File: src/rtl/avalon_slave_registros.sv
`default_nettype none
// ============================================================================
// Module      : avalon_slave_registros
// Description : Avalon-MM register-bank slave with programmable wait states,
//               a combinational core-side read port and a write-notify pulse.
// Revision    : 1.0 - initial release
// ============================================================================
module avalon_slave_registros #(
   parameter int DATA_BITS    = 8,
   parameter int ADDRESS_BITS = 5,
   parameter int WAIT_CYCLES  = 2   // legal range 0..15
) (
   input  logic                    clk,
   input  logic                    reset_n,
   input  logic [ADDRESS_BITS-1:0] avalon_address,
   input  logic                    avalon_read,
   input  logic                    avalon_write,
   input  logic [DATA_BITS-1:0]    avalon_write_data,
   output logic [DATA_BITS-1:0]    avalon_read_data,
   output logic                    avalon_wait_request,
   input  logic [ADDRESS_BITS-1:0] local_direccion,
   output logic [DATA_BITS-1:0]    local_dato,
   output logic                    nuevo_dato,
   output logic [ADDRESS_BITS-1:0] direccion_escrita,
   output logic [DATA_BITS-1:0]    dato_escrito
);

   localparam int         C_DEPTH     = 1 << ADDRESS_BITS;
   localparam logic [3:0] C_WAIT_LOAD = (WAIT_CYCLES == 0) ? 4'd0 : 4'(WAIT_CYCLES - 1);

   typedef enum logic [1:0] {
      S_IDLE = 2'd0,
      S_WAIT = 2'd1,
      S_DONE = 2'd2
   } state_t;

   state_t               r_state;
   state_t               w_next_state;
   logic [3:0]           r_counter;
   logic [3:0]           w_next_counter;
   logic                 w_req;
   logic                 w_wait;
   logic                 w_complete;
   logic [DATA_BITS-1:0] r_bank [C_DEPTH];

   assign w_req = avalon_read | avalon_write;

   always_ff @(posedge clk or negedge reset_n) begin
      if (!reset_n) begin
         r_state   <= S_IDLE;
         r_counter <= 4'd0;
      end else begin
         r_state   <= w_next_state;
         r_counter <= w_next_counter;
      end
   end

   always_comb begin
      w_next_state   = r_state;
      w_next_counter = r_counter;
      w_wait         = 1'b0;
      w_complete     = 1'b0;
      case (r_state)
         S_IDLE: begin
            if (w_req) begin
               if (WAIT_CYCLES == 0) begin
                  w_complete   = 1'b1;
                  w_next_state = S_DONE;
               end else begin
                  w_wait         = 1'b1;
                  w_next_counter = C_WAIT_LOAD;
                  w_next_state   = S_WAIT;
               end
            end
         end
         S_WAIT: begin
            w_wait = (r_counter != 4'd0);
            // A master that abandons the request mid-wait gets no side effects.
            if (!w_req) begin
               w_next_counter = 4'd0;
               w_next_state   = S_IDLE;
            end else if (r_counter != 4'd0) begin
               w_next_counter = r_counter - 4'd1;
            end else begin
               w_complete   = 1'b1;
               w_next_state = S_DONE;
            end
         end
         S_DONE: begin
            w_wait       = w_req;
            w_next_state = S_IDLE;
         end
         default: begin
            w_next_state   = S_IDLE;
            w_next_counter = 4'd0;
         end
      endcase
   end

   // Held low throughout reset regardless of any pending request.
   assign avalon_wait_request = reset_n & w_wait;

   always_ff @(posedge clk or negedge reset_n) begin
      if (!reset_n) begin
         for (int i = 0; i < C_DEPTH; i++) begin
            r_bank[i] <= '0;
         end
         avalon_read_data  <= '0;
         nuevo_dato        <= 1'b0;
         direccion_escrita <= '0;
         dato_escrito      <= '0;
      end else begin
         nuevo_dato <= 1'b0;
         if (w_complete) begin
            // Write takes priority when read and write arrive together.
            if (avalon_write) begin
               r_bank[avalon_address] <= avalon_write_data;
               direccion_escrita      <= avalon_address;
               dato_escrito           <= avalon_write_data;
               nuevo_dato             <= 1'b1;
            end else begin
               avalon_read_data <= r_bank[avalon_address];
            end
         end
      end
   end

   assign local_dato = r_bank[local_direccion];

endmodule
`default_nettype wire

File: config.mk
export PLATFORM = sky130hd
export DESIGN_NAME = avalon_slave_registros
export DESIGN_NICKNAME = d
export VERILOG_FILES = /design/src/rtl/avalon_slave_registros.sv
export SDC_FILE = /design/constraint.sdc
export NUM_CORES = 1
export LEC_CHECK = 0
export BUFFER_PORTS_ARGS = -buffer_cell sky130_fd_sc_hd__clkbuf_2
export CORE_MARGIN = 4
export CORE_UTILIZATION = 60
export DETAILED_ROUTE_END_ITERATION = 10
export PLACE_DENSITY = 0.77
export REMOVE_ABC_BUFFERS = 1
export SLEW_MARGIN = 20
export SYNTH_ARGS = -nofsm -noshare
export SYNTH_HDL_FRONTEND = slang
export SYNTH_SLANG_ARGS = --single-unit
File: constraint.sdc
create_clock -name clk -period 5.8 [get_ports clk]
set_clock_uncertainty 0.2 [all_clocks]
set_input_delay 0.58 -clock clk [delete_from_list [all_inputs] [get_ports clk]]
set_output_delay 0.58 -clock clk [all_outputs]
set_load 0.1 [all_outputs]
==> qor.csv, run 1 <==
stage,metric,value,unit
setup_path,worst-path cell chain,buf_4 > buf_4 > mux4_2 > mux2i_1 > a22oi_1 > o21a_1 > clkbuf_2,
setup_path,crit path launch type,input port,
place,buffers added on ports,52,
clock_tree,Sink Count,284,
power_and_ir_drop,Leak Pwr,7.84,nW
place,GP Congestion,0.876,
hold_path,Hold/Removal Path Class,in2reg,
synthesis,warnings from Yosys,0,
power_and_ir_drop,PD cells,402,nW/um2
synthesis,Avg Inst Size Synth,14.5,um2
setup_path,WS Path Type,in2out,
die,Die Span X,168,um
sta,Fin. Hold Viols,0,
place,Placed Cells,1370,
layout,post-route cell area,16700,um2
layout,fillcell total,1832,
die,initial core utilization,0.610,
setup_path,critical path's largest stage delay,0.75,ns
sta,Setup Viol. Count Final,0,
clock_tree,total CTS buffers,30,
synthesis,"Seq/Total Area, Yosys",0.464,
die,chip height,168,um
global_routing,global-route wire length before repair,61400,um
layout,register area,7110,um2
setup_path,CP required,5.02,ns
die,Core Box Area,25100,um2
detailed_routing,drt via density,6.91,
detailed_routing,TritonRoute pass-1 iters,5,
setup_path,Crit Path Max Fanout,53,
sta,Setup TNS,0,ns
clock_tree,CTS max path bufs,3,
synthesis,"area leader, netlist",dfrtp_1,
synthesis,synth unique cells,59,
synthesis,cells after synthesis,1059,
sta,RSZ-0062 raised after global routing,no,
setup_path,Arrival @ worst endpoint,3.22,ns
global_routing,antenna violations before repair,0,
setup_path,RR Startpoint,r_counter[0]$_DFFE_PN0P_,
sta,maximum clock frequency,250,MHz
sta,Tcrit/Tclk final,0.689,
synthesis,post-synth top area share,0.464,
synthesis,Post-Synthesis Cell Area,15300,um2
layout,# diodes,0,
clock_tree,Post-CTS Setup Bufs,0,
global_routing,vias in the first global route,10232,
place,dpl hpwl,26200,um
detailed_routing,DRC,0,
global_routing,"Remaining Overflow, GRT",0,
layout,area taken by multi-input logic gates,7770,um2
setup_path,CP max stage cell,buf_4,
hold_path,hold wc startpoint,avalon_read,
synthesis,"flops & latches, synth",284,
place,placed cell area,15700,um2
layout,Nets,1097,
layout,"Core Util, Final",0.666,
setup_path,nature of the critical path endpoint,output port,
synthesis,main area contributors after synthesis,"dfrtp_1 46%, mux2_2 19%, mux4_2 13%",
sta,Slew Limit Fails,0,
detailed_routing,Antenna Violating Nets Remaining,0,
sta,Tmin final,4.00,ns
sta,worst slew pin tran,1.06,ns
clock_tree,CTS H-tree depth,1,
layout,Finished Layout Cells,1425,
sta,Min Hold Slack,0.187,ns
layout,P&R area growth vs syn,9.21,%
global_routing,GRT Util Overall,0.281,
detailed_routing,DR iter-0 viols,1072,
clock_tree,clock-pin transition on the worst setup and hold timing paths,0.06,ns
setup_path,Most common cell on crit path,buf_4,
detailed_routing,final wirelength,39400,um
synthesis,"EDFF count, synth",0,
global_routing,largest net degree at the start of global routing,174,
flow_run,Max-Cap Viols,0,
clock_tree,CTS tree,yes,
synthesis,Synth Flop Type,dfrtp_1,
setup_path,Crit. Startpoint,local_direccion[0],
sta,max_slew headroom,0.294,
synthesis,"top cells by count, synth","284 x dfrtp_1, 255 x mux2_2, 88 x mux4_2",
power_and_ir_drop,VDD IR max,0.436,mV
status,status,completed,
synthesis,"Async S/R FF share, synth",1.00,
die,Site Rows,58,
layout,fraction of layout cells with a size suffix above 1,0.454,
clock_tree,clock latency on the worst-skew pair,0.57,ns
die,Die ar.,28100,um2
detailed_routing,routed len/inst,27.7,um
clock_tree,Root Buffer,clkbuf_16,
die,# IOs,53,
detailed_routing,via count,9850,
synthesis,most common cell in the netlist,dfrtp_1,
[layer usage]
layer | up-vias | track usage | wire length (um)
li1 | 4116 | - | -
met2 | 449 | 0.464 | 19300
met1 | 5184 | 0.392 | 16200
met3 | 101 | 0.0423 | 2640
met4 | 0 | 0.0847 | 1300
met5 | - | 0 | 0
[cells by family (layout without fill, tap and decap cells)]
group,after synthesis,after routing,share of synthesized area
and+or+nand+nor,153,153,0.0625
buffers and inverters,86,122,0.0278
AOI/OAI and AO/OA,83,83,0.0382
muxes,451,451,0.406
adders and majority gates,2,2,0.00163
DFF,284,284,0.464
[repair_timing]
item	4_1_cts	5_1_grt
hold buffers	1	0
resized for setup	0	0
endpoints found under the hold margin	111	0
[where the power goes]
| part | total [mW] | switching, mW | internal (mW) |
|---|---|---|---|
| combinational | 1.93 | 1.18 | 0.756 |
| clock | 1.99 | 0.801 | 1.19 |
| sequential | 2.80 | 0.367 | 2.44 |
| total | 6.73 | 2.35 | 4.38 |
[worst paths after layout]
path | to | slack, ns | cells past startpoint
worst max-delay path | local_dato[3] | 1.80 | 7
worst min-delay path | r_state[0]$_DFFE_PN0P_ | 0.19 | 3
worst max register to register | r_bank[172]$_DFFE_PN0P_ | 2.90 | 7
worst min register to register | dato_escrito[3]$_DFFE_PN0P_ | 0.27 | 2
max in group asynchronous | r_bank[142]$_DFFE_PN0P_ | 3.51 | 3
min in group asynchronous | direccion_escrita[1]$_DFFE_PN0P_ | 0.45 | 2
[registers in the layout (all words and copies together), names as in the netlist]
name               flops
avalon_read_data       8
dato_escrito           8
direccion_escrita      5
nuevo_dato             1
r_bank               256
r_counter              4
r_state                2
[stage by stage]
stage / setup slack [ns] / total power, mW
floorplan: 2.95 / 4.19
global placement: 1.87 / 4.69
detailed placement: 1.81 / 4.75
CTS: 1.81 / 6.75
global route: 1.63 / 7.00
finish: 1.80 / 6.73
[cell usage in the layout (no fill, tap or decap), drive strengths merged, types with 5 or more instances in the layout]
cell	Yosys	final
o22a	7	7
dfrtp	284	284
nor2	36	36
o22ai	24	24
o21a	8	8
o21ai	8	8
nor3	7	7
nand3	7	7
nand2b	5	5
mux2i	82	82
a22oi	13	13
mux4	104	104
nor2b	5	5
buf	43	15
clkbuf	38	87
clkinv	1	8
nand2	57	57
mux2	265	265
[layout make-up]
class	count	share of cell area
multi-input combinational	689	0.465
sequential	284	0.425
clock buffer	40	0.0501
tap	330	0.0247
timing repair buffer	63	0.0223
clock inverter	14	0.0115
inverter	5	0.00112
[worst max-delay path: cells and delay by family]
| family | cells | cell delay, ns |
|---|---|---|
| multiplexers | 2 | 0.79 |
| buffers and inverters | 3 | 1.52 |
| AO/OA/AOI/OAI | 2 | 0.28 |
Note: power is estimated with default switching activity, not from simulation.
==> run 2, diff against run 1 <==
--- a/config.mk
+++ b/config.mk
@@ -5,6 +5,7 @@
 export SDC_FILE = /design/constraint.sdc
 export NUM_CORES = 1
 export LEC_CHECK = 0
+export ABC_AREA = 1
 export BUFFER_PORTS_ARGS = -buffer_cell sky130_fd_sc_hd__clkbuf_2
 export CORE_MARGIN = 4
 export CORE_UTILIZATION = 60
==> constraint.sdc (replaced) <==
create_clock -name clk -period 3.8 [get_ports clk]
set_clock_uncertainty 0.2 [all_clocks]
set_input_delay 0.38 -clock clk [delete_from_list [all_inputs] [get_ports clk]]
set_output_delay 0.38 -clock clk [all_outputs]
set_load 0.1 [all_outputs]
==> qor.csv, run 2 <==
stage,metric,value,unit,change
clock_tree,hold bufs inserted after CTS,1,,unchanged
global_routing,largest net degree at the start of global routing,99,,-43%
die,chip height,172,um,+2.5%
clock_tree,Sink Count,284,,unchanged
layout,Finished Layout Cells,2655,,+86%
detailed_routing,DRC,0,,unchanged
global_routing,GRT Util Overall,0.354,,+0.0727
global_routing,antenna violations before repair,1,,+1
layout,# diodes,0,,unchanged
setup_path,WS Path Type,in2out,,
synthesis,xor-xnor portion of the synthesized cell area,0,,unchanged
synthesis,post-synth top area share,0.441,,-0.0235
power_and_ir_drop,clock network fraction of design power,0.321,,+0.025
hold_path,Worst Hold Endpoint,nuevo_dato$_DFF_PN0_,,
die,Die ar.,29600,um2,+5.1%
place,dpl hpwl,31800,um,+22%
clock_tree,total CTS buffers,34,,+13%
die,Core Box Area,26300,um2,+4.7%
power_and_ir_drop,combinational share of power,0.285,,-0.002
die,Site Rows,59,,+1.7%
global_routing,global-route wire length before repair,82100,um,+34%
sta,Min Hold Slack,0.0888,ns,-0.0983 ns
sta,max_slew headroom,0.306,,+0.0119
power_and_ir_drop,sw frac,0.381,,+0.0324
synthesis,"flops & latches, synth",284,,unchanged
place,Placed Cells,2594,,+89%
power_and_ir_drop,VDD IR max,0.476,mV,+9.2%
clock_tree,CTS max path bufs,3,,unchanged
layout,Largest regs,"r_bank x256, avalon_read_data x8, dato_escrito x8",,
hold_path,WHS Path Cells,3,,unchanged
sta,Slew Limit Fails,0,,unchanged
sta,Fin. Hold Viols,0,,unchanged
synthesis,main area contributors after synthesis,"dfrtp_1 44%, nand2_1 27%, o21ai_0 7.0%",,
layout,P&R area growth vs syn,9.92,%,
place,GP Congestion,0.952,,+8.7%
setup_path,Arrival @ worst endpoint,2.44,ns,-0.78 ns
hold_path,Hold/Removal Path Class,in2reg,,
setup_path,R2R Path End,r_bank[237]$_DFFE_PN0P_,,
detailed_routing,TritonRoute pass-1 iters,6,,+1
clock_tree,Post-CTS Setup Bufs,0,,unchanged
synthesis,"area leader, netlist",dfrtp_1,,
clock_tree,clock latency on the worst-skew pair,0.51,ns,-0.06 ns
setup_path,Crit Path Max Fanout,37,,-30%
layout,"commonest non-fill, non-tap cells in the layout","1156 x nand2_1, 284 x dfrtp_1, 225 x o21ai_0",,
synthesis,synth unique cells,25,,-58%
sta,Tmin final,3.02,ns,
die,# IOs,53,,unchanged
setup_path,register-to-register path setup slack,0.94,ns,-1.96 ns
die,initial core utilization,0.613,,+0.00388
layout,Largest register FFs,256,,unchanged
synthesis,Post-Synthesis Cell Area,16100,um2,+5.3%
sta,Setup Viol. Count Final,0,,unchanged
synthesis,"Seq/Total Area, Yosys",0.441,,-0.0235
clock_tree,CTS H-tree depth,2,,+1
synthesis,Avg Inst Size Synth,6.91,um2,-52%
global_routing,"Remaining Overflow, GRT",0,,unchanged
synthesis,Synth Flop Type,dfrtp_1,,
layout,"most common cell after layout, fill and taps aside",nand2_1,,
synthesis,Synth Area in Compound Gates,0.136,,+0.0982
synthesis,warnings from Yosys,0,,unchanged
hold_path,hold wc startpoint,avalon_write,,
clock_tree,clock-pin transition on the worst setup and hold timing paths,0.06,ns,about the same
synthesis,most common cell in the netlist,nand2_1,,
detailed_routing,drt via density,5.95,,-14%
power_and_ir_drop,Leak Pwr,8.94,nW,+14%
synthesis,Post-Synth Simple-Gate Area,0.353,,+0.290
clock_tree,Resize count post-CTS,0,,unchanged
setup_path,RR Startpoint,r_counter[0]$_DFFE_PN0P_,,
synthesis,"Async S/R FF share, synth",1.00,,unchanged
global_routing,vias in the first global route,14998,,+47%
power_and_ir_drop,P_int,6.31,mW,+44%
die,Die Span X,172,um,+2.5%
power_and_ir_drop,share of total power in sequential cells,0.394,,-0.022
layout,fillcell total,2288,,+25%
layout,fraction of layout cells with a size suffix above 1,0.104,,-0.350
sta,Setup TNS,0,ns,unchanged
sta,Tcrit/Tclk final,0.795,,
synthesis,cells after synthesis,2332,,+120%
sta,worst slew pin tran,1.04,ns,-0.0179 ns
flow_run,Max-Cap Viols,0,,unchanged
sta,maximum clock frequency,331,MHz,
clock_tree,Root Buffer,clkbuf_16,,
layout,Reg with most FFs,r_bank,,
detailed_routing,via count,15807,,+60%
setup_path,Crit. Startpoint,local_direccion[0],,
synthesis,"top cells by count, synth","1156 x nand2_1, 284 x dfrtp_1, 225 x o21ai_0",,
setup_path,crit path launch type,input port,,
detailed_routing,routed len/inst,19.5,um,-30%
layout,Nets,2320,,+110%
clock_tree,CTS tree,yes,,
sta,RSZ-0062 raised after global routing,no,,
setup_path,nature of the critical path endpoint,output port,,
setup_path,Reg2Reg Depth,11,,+4
synthesis,Adder-Cell Fraction of Synth Area,0.00155,,-0.0000827
synthesis,"EDFF count, synth",0,,unchanged
detailed_routing,final wirelength,51800,um,+31%
status,status,completed,,
power_and_ir_drop,Psw,3.88,mW,+66%
setup_path,CP required,3.22,ns,-1.80 ns
power_and_ir_drop,PD cells,575,nW/um2,+43%
detailed_routing,DR iter-0 viols,2125,,+98%
detailed_routing,Antenna Violating Nets Remaining,0,,unchanged
synthesis,largest family of logic cells by synthesized area,simple AND/OR/NAND/NOR gates,,
synthesis,post-synthesis mux area share,0,,-0.406
place,buffers added on ports,52,,unchanged
## run 2: cell count changes in the layout (fill, tap and decap cells not counted), sizes merged, moves of 82 or more
cell	delta
mux2	-265
o21ai	+345
inv	+87
nand3	+165
mux2i	-82
nand2	+1117
mux4	-104
## run 2: routing by layer
layer / up-vias / track usage / routed length [um]
met1: 7308 / 0.481 / 20400
met3: 212 / 0.0654 / 5380
met5: - / 0 / 9
met4: 2 / 0.187 / 2910
met2: 932 / 0.543 / 23100
li1: 7353 / - / -
## run 2: worst max-delay path, cell delays in order
cell	delay, ns
buf_4	0.43
buf_4	0.46
a21oi_1	0.11
o21ai_0	0.12
nand3_1	0.12
nand2_1	0.13
nand2_1	0.07
nand2_1	0.09
nand2_1	0.10
nand2_1	0.17
buf_12	0.19
## run 2: cell type report
| cell class | count | area, um2 | area share |
|---|---|---|---|
| Clock buffer | 48 | 965 | 0.0544 |
| Sequential cell | 284 | 7110 | 0.401 |
| Tap cell | 335 | 419 | 0.0237 |
| Clock inverter | 12 | 141 | 0.00798 |
| Multi-Input combinational cell | 1791 | 7950 | 0.449 |
| Timing Repair Buffer | 92 | 786 | 0.0443 |
| Inverter | 93 | 352 | 0.0198 |
## run 2: worst max-delay path by stage
stage / slack (ns) / cells after the start / endpoint
floorplan: 1.03 / 9 / local_dato[7]
global placement: 0.86 / 11 / local_dato[0]
detailed placement: 0.86 / 11 / local_dato[0]
CTS: 0.85 / 11 / local_dato[0]
global route: 0.63 / 11 / local_dato[0]
finish: 0.78 / 11 / local_dato[0]
## run 2: kinds of logic after synthesis
| kind of cell | after synthesis |
|---|---|
| simple gates | 1395 |
| compound gates | 394 |
| flops | 284 |
| buf+inv | 257 |
| fa+ha+maj | 2 |
## run 2: power groups by stage
stage               clock (mW)  sequential, mW  combinational (mW)
global route              3.44            4.07                3.19
detailed placement           0            4.04                2.88
CTS                       3.29            4.00                2.90
global placement             0            4.03                2.82
finish                    3.27            4.02                2.91
floorplan                    0            4.70                1.37
## run 2: stage by stage
stage	power [mW]	utilization	instance area [um2]	worst slack (ns)
floorplan	6.06	-	15400	1.03
global placement	6.85	0.632	16600	0.861
detailed placement	6.92	0.632	16600	0.858
CTS	10.2	0.674	17700	0.854
global route	10.7	0.674	17700	0.635
finish	10.2	0.674	17700	0.780
==> run 3, diff against run 2 <==
--- a/config.mk
+++ b/config.mk
@@ -5,10 +5,10 @@
 export SDC_FILE = /design/constraint.sdc
 export NUM_CORES = 1
 export LEC_CHECK = 0
-export ABC_AREA = 1
+export ABC_AREA = 0
 export BUFFER_PORTS_ARGS = -buffer_cell sky130_fd_sc_hd__clkbuf_2
 export CORE_MARGIN = 4
-export CORE_UTILIZATION = 60
+export CORE_UTILIZATION = 57
 export DETAILED_ROUTE_END_ITERATION = 10
 export PLACE_DENSITY = 0.77
 export REMOVE_ABC_BUFFERS = 1
==> constraint.sdc (replaced) <==
create_clock -name clk -period 2.67 [get_ports clk]
set_clock_uncertainty 0.2 [all_clocks]
set_input_delay 0.267 -clock clk [delete_from_list [all_inputs] [get_ports clk]]
set_output_delay 0.267 -clock clk [all_outputs]
set_load 0.1 [all_outputs]
==> qor.csv, run 3 (synthesized netlist as in run 1, its figures left out) <==
stage,metric,value,unit,change
sta,Tmin final,2.86,ns,
layout,"commonest non-fill, non-tap cells in the layout","284 x dfrtp_1, 255 x mux2_2, 103 x mux4_2",,
sta,RSZ-0062 raised after global routing,yes,,
detailed_routing,via count,10062,,-36%
setup_path,Crit Path Max Fanout,3,,-92%
layout,Largest regs,"r_bank x256, avalon_read_data x8, dato_escrito x8",,
status,failing checks,setup timing,,
setup_path,WS Path Type,reg2out,,
setup_path,Arrival @ worst endpoint,2.39,ns,-0.05 ns
layout,Largest register FFs,256,,unchanged
sta,Setup TNS,-1.30,ns,-1.30 ns
place,dpl hpwl,27400,um,-14%
layout,register area,7110,um2,unchanged
sta,Slew Limit Fails,0,,unchanged
sta,maximum clock frequency,350,MHz,
detailed_routing,DRC,0,,unchanged
sta,max_slew headroom,0.376,,+0.0693
power_and_ir_drop,PD cells,838,nW/um2,+46%
place,GP Congestion,0.916,,-3.8%
layout,"most common cell after layout, fill and taps aside",dfrtp_1,,
sta,Min Hold Slack,0.0303,ns,-0.0585 ns
detailed_routing,drt via density,6.64,,+11%
global_routing,"Remaining Overflow, GRT",0,,unchanged
hold_path,Hold/Removal Path Class,in2reg,,
detailed_routing,final wirelength,39800,um,-23%
clock_tree,CTS H-tree depth,1,,-1
layout,Reg with most FFs,r_bank,,
global_routing,largest net degree at the start of global routing,131,,+32%
die,chip height,172,um,about the same
clock_tree,CTS max path bufs,3,,unchanged
global_routing,vias in the first global route,10377,,-31%
setup_path,CP max stage cell,mux4_2,,
die,Die Span X,172,um,about the same
die,Die ar.,29500,um2,about the same
setup_path,worst-path cell chain,mux4_2 > mux4_2 > o21a_1 > buf_12,,
global_routing,antenna violations before repair,0,,-1
sta,worst setup margin,-0.188,ns,-0.968 ns
flow_run,Max-Cap Viols,0,,unchanged
layout,fillcell total,1835,,-20%
setup_path,crit path launch type,register,,
detailed_routing,DR iter-0 viols,1060,,-50%
detailed_routing,TritonRoute pass-1 iters,5,,-1
layout,P&R area growth vs syn,14.7,%,
setup_path,register-to-register path setup slack,0.15,ns,-0.79 ns
status,status,"complete, but fails checks",,
place,buffers added on ports,52,,unchanged
global_routing,global-route wire length before repair,62100,um,-24%
power_and_ir_drop,Leak Pwr,8.25,nW,-7.8%
clock_tree,Root Buffer,clkbuf_16,,
detailed_routing,Antenna Violating Nets Remaining,0,,unchanged
sta,worst slew pin tran,0.933,ns,-0.107 ns
clock_tree,CTS tree,yes,,
global_routing,GRT Util Overall,0.276,,-0.0780
setup_path,critical path's largest stage delay,0.49,ns,+0.03 ns
die,Core Box Area,26200,um2,-0.28%
detailed_routing,routed len/inst,26.3,um,+35%
clock_tree,clock-pin transition on the worst setup and hold timing paths,0.06,ns,about the same
clock_tree,Sink Count,284,,unchanged
sta,Setup Viol. Count Final,8,,+8
die,# IOs,53,,unchanged
sta,Fin. Hold Viols,0,,unchanged
sta,Tcrit/Tclk final,1.07,,
die,Site Rows,59,,unchanged
layout,# diodes,0,,unchanged
layout,Nets,1185,,-49%
power_and_ir_drop,VDD IR max,0.810,mV,+70%
clock_tree,clock latency on the worst-skew pair,0.56,ns,+0.05 ns
layout,fraction of layout cells with a size suffix above 1,0.506,,+0.401
setup_path,CP required,2.20,ns,-1.02 ns
setup_path,nature of the critical path endpoint,output port,,
layout,"Core Util, Final",0.670,,-0.00455
layout,area taken by multi-input logic gates,7750,um2,-2.5%
setup_path,Most common cell on crit path,mux4_2,,
clock_tree,total CTS buffers,30,,-12%
die,initial core utilization,0.584,,-0.0294
-- run 3: what timing repair did --
action / 4_1_cts / 5_1_grt
pin swaps: 4 / 5
endpoints found under the setup margin: 9 / 42
setup buffers: 34 / 8
gates resized for setup: 14 / 8
hold buffers: 4 / 0
gates cloned: 0 / 0
endpoints found under the hold margin: 288 / 0
-- run 3: final cells by class --
| cell class | count | area share |
|---|---|---|
| well taps | 335 | 0.0239 |
| inverters | 5 | 0.00107 |
| clock buffers | 45 | 0.0494 |
| repair buffers | 151 | 0.0749 |
| multi-input cells | 689 | 0.442 |
| clock inverters | 7 | 0.00406 |
| flip-flops and latches | 284 | 0.405 |
-- run 3: path summary, 6_finish.rpt --
kind,cells past startpoint,startpoint,to
max,4,r_bank[227]$_DFFE_PN0P_,local_dato[3]
min,4,avalon_write,r_state[1]$_DFFE_PN0P_
max reg2reg,8,r_counter[0]$_DFFE_PN0P_,r_bank[207]$_DFFE_PN0P_
min reg2reg,2,dato_escrito[4]$_DFFE_PN0P_,dato_escrito[4]$_DFFE_PN0P_
max in group asynchronous,3,reset_n,r_bank[142]$_DFFE_PN0P_
min in group asynchronous,3,reset_n,r_bank[60]$_DFFE_PN0P_
-- run 3: through the flow --
step | area [um2] | power (mW) | worst slack [ns] | std cells
after floorplan | 14900 | 9.10 | 0.384 | 978
after global placement | 16300 | 10.3 | 0.0343 | 1418
after detailed placement | 16300 | 10.5 | 0.0517 | 1418
after CTS | 17500 | 14.7 | -0.209 | 1508
after global routing | 17600 | 15.3 | -0.225 | 1516
final | 17600 | 14.7 | -0.188 | 1516
-- run 3: layer usage --
metal  GRT usage  share of wire
met3      0.0476          0.068
met4      0.0721          0.029
met5           0              0
met2       0.445           0.48
met1       0.396           0.42
-- run 3: worst max-delay path, delay by kind of cell, from the launching register on --
family          cells  cell delay (ns)
mux                 2             0.98
buf+inv             1             0.18
flops               1             0.42
compound gates      1             0.24
-- run 3: where the power goes --
part | internal [mW] | switching (mW)
Clock | 2.32 | 1.68
Combinational | 1.94 | 2.69
Sequential | 5.29 | 0.777
Total | 9.55 | 5.15
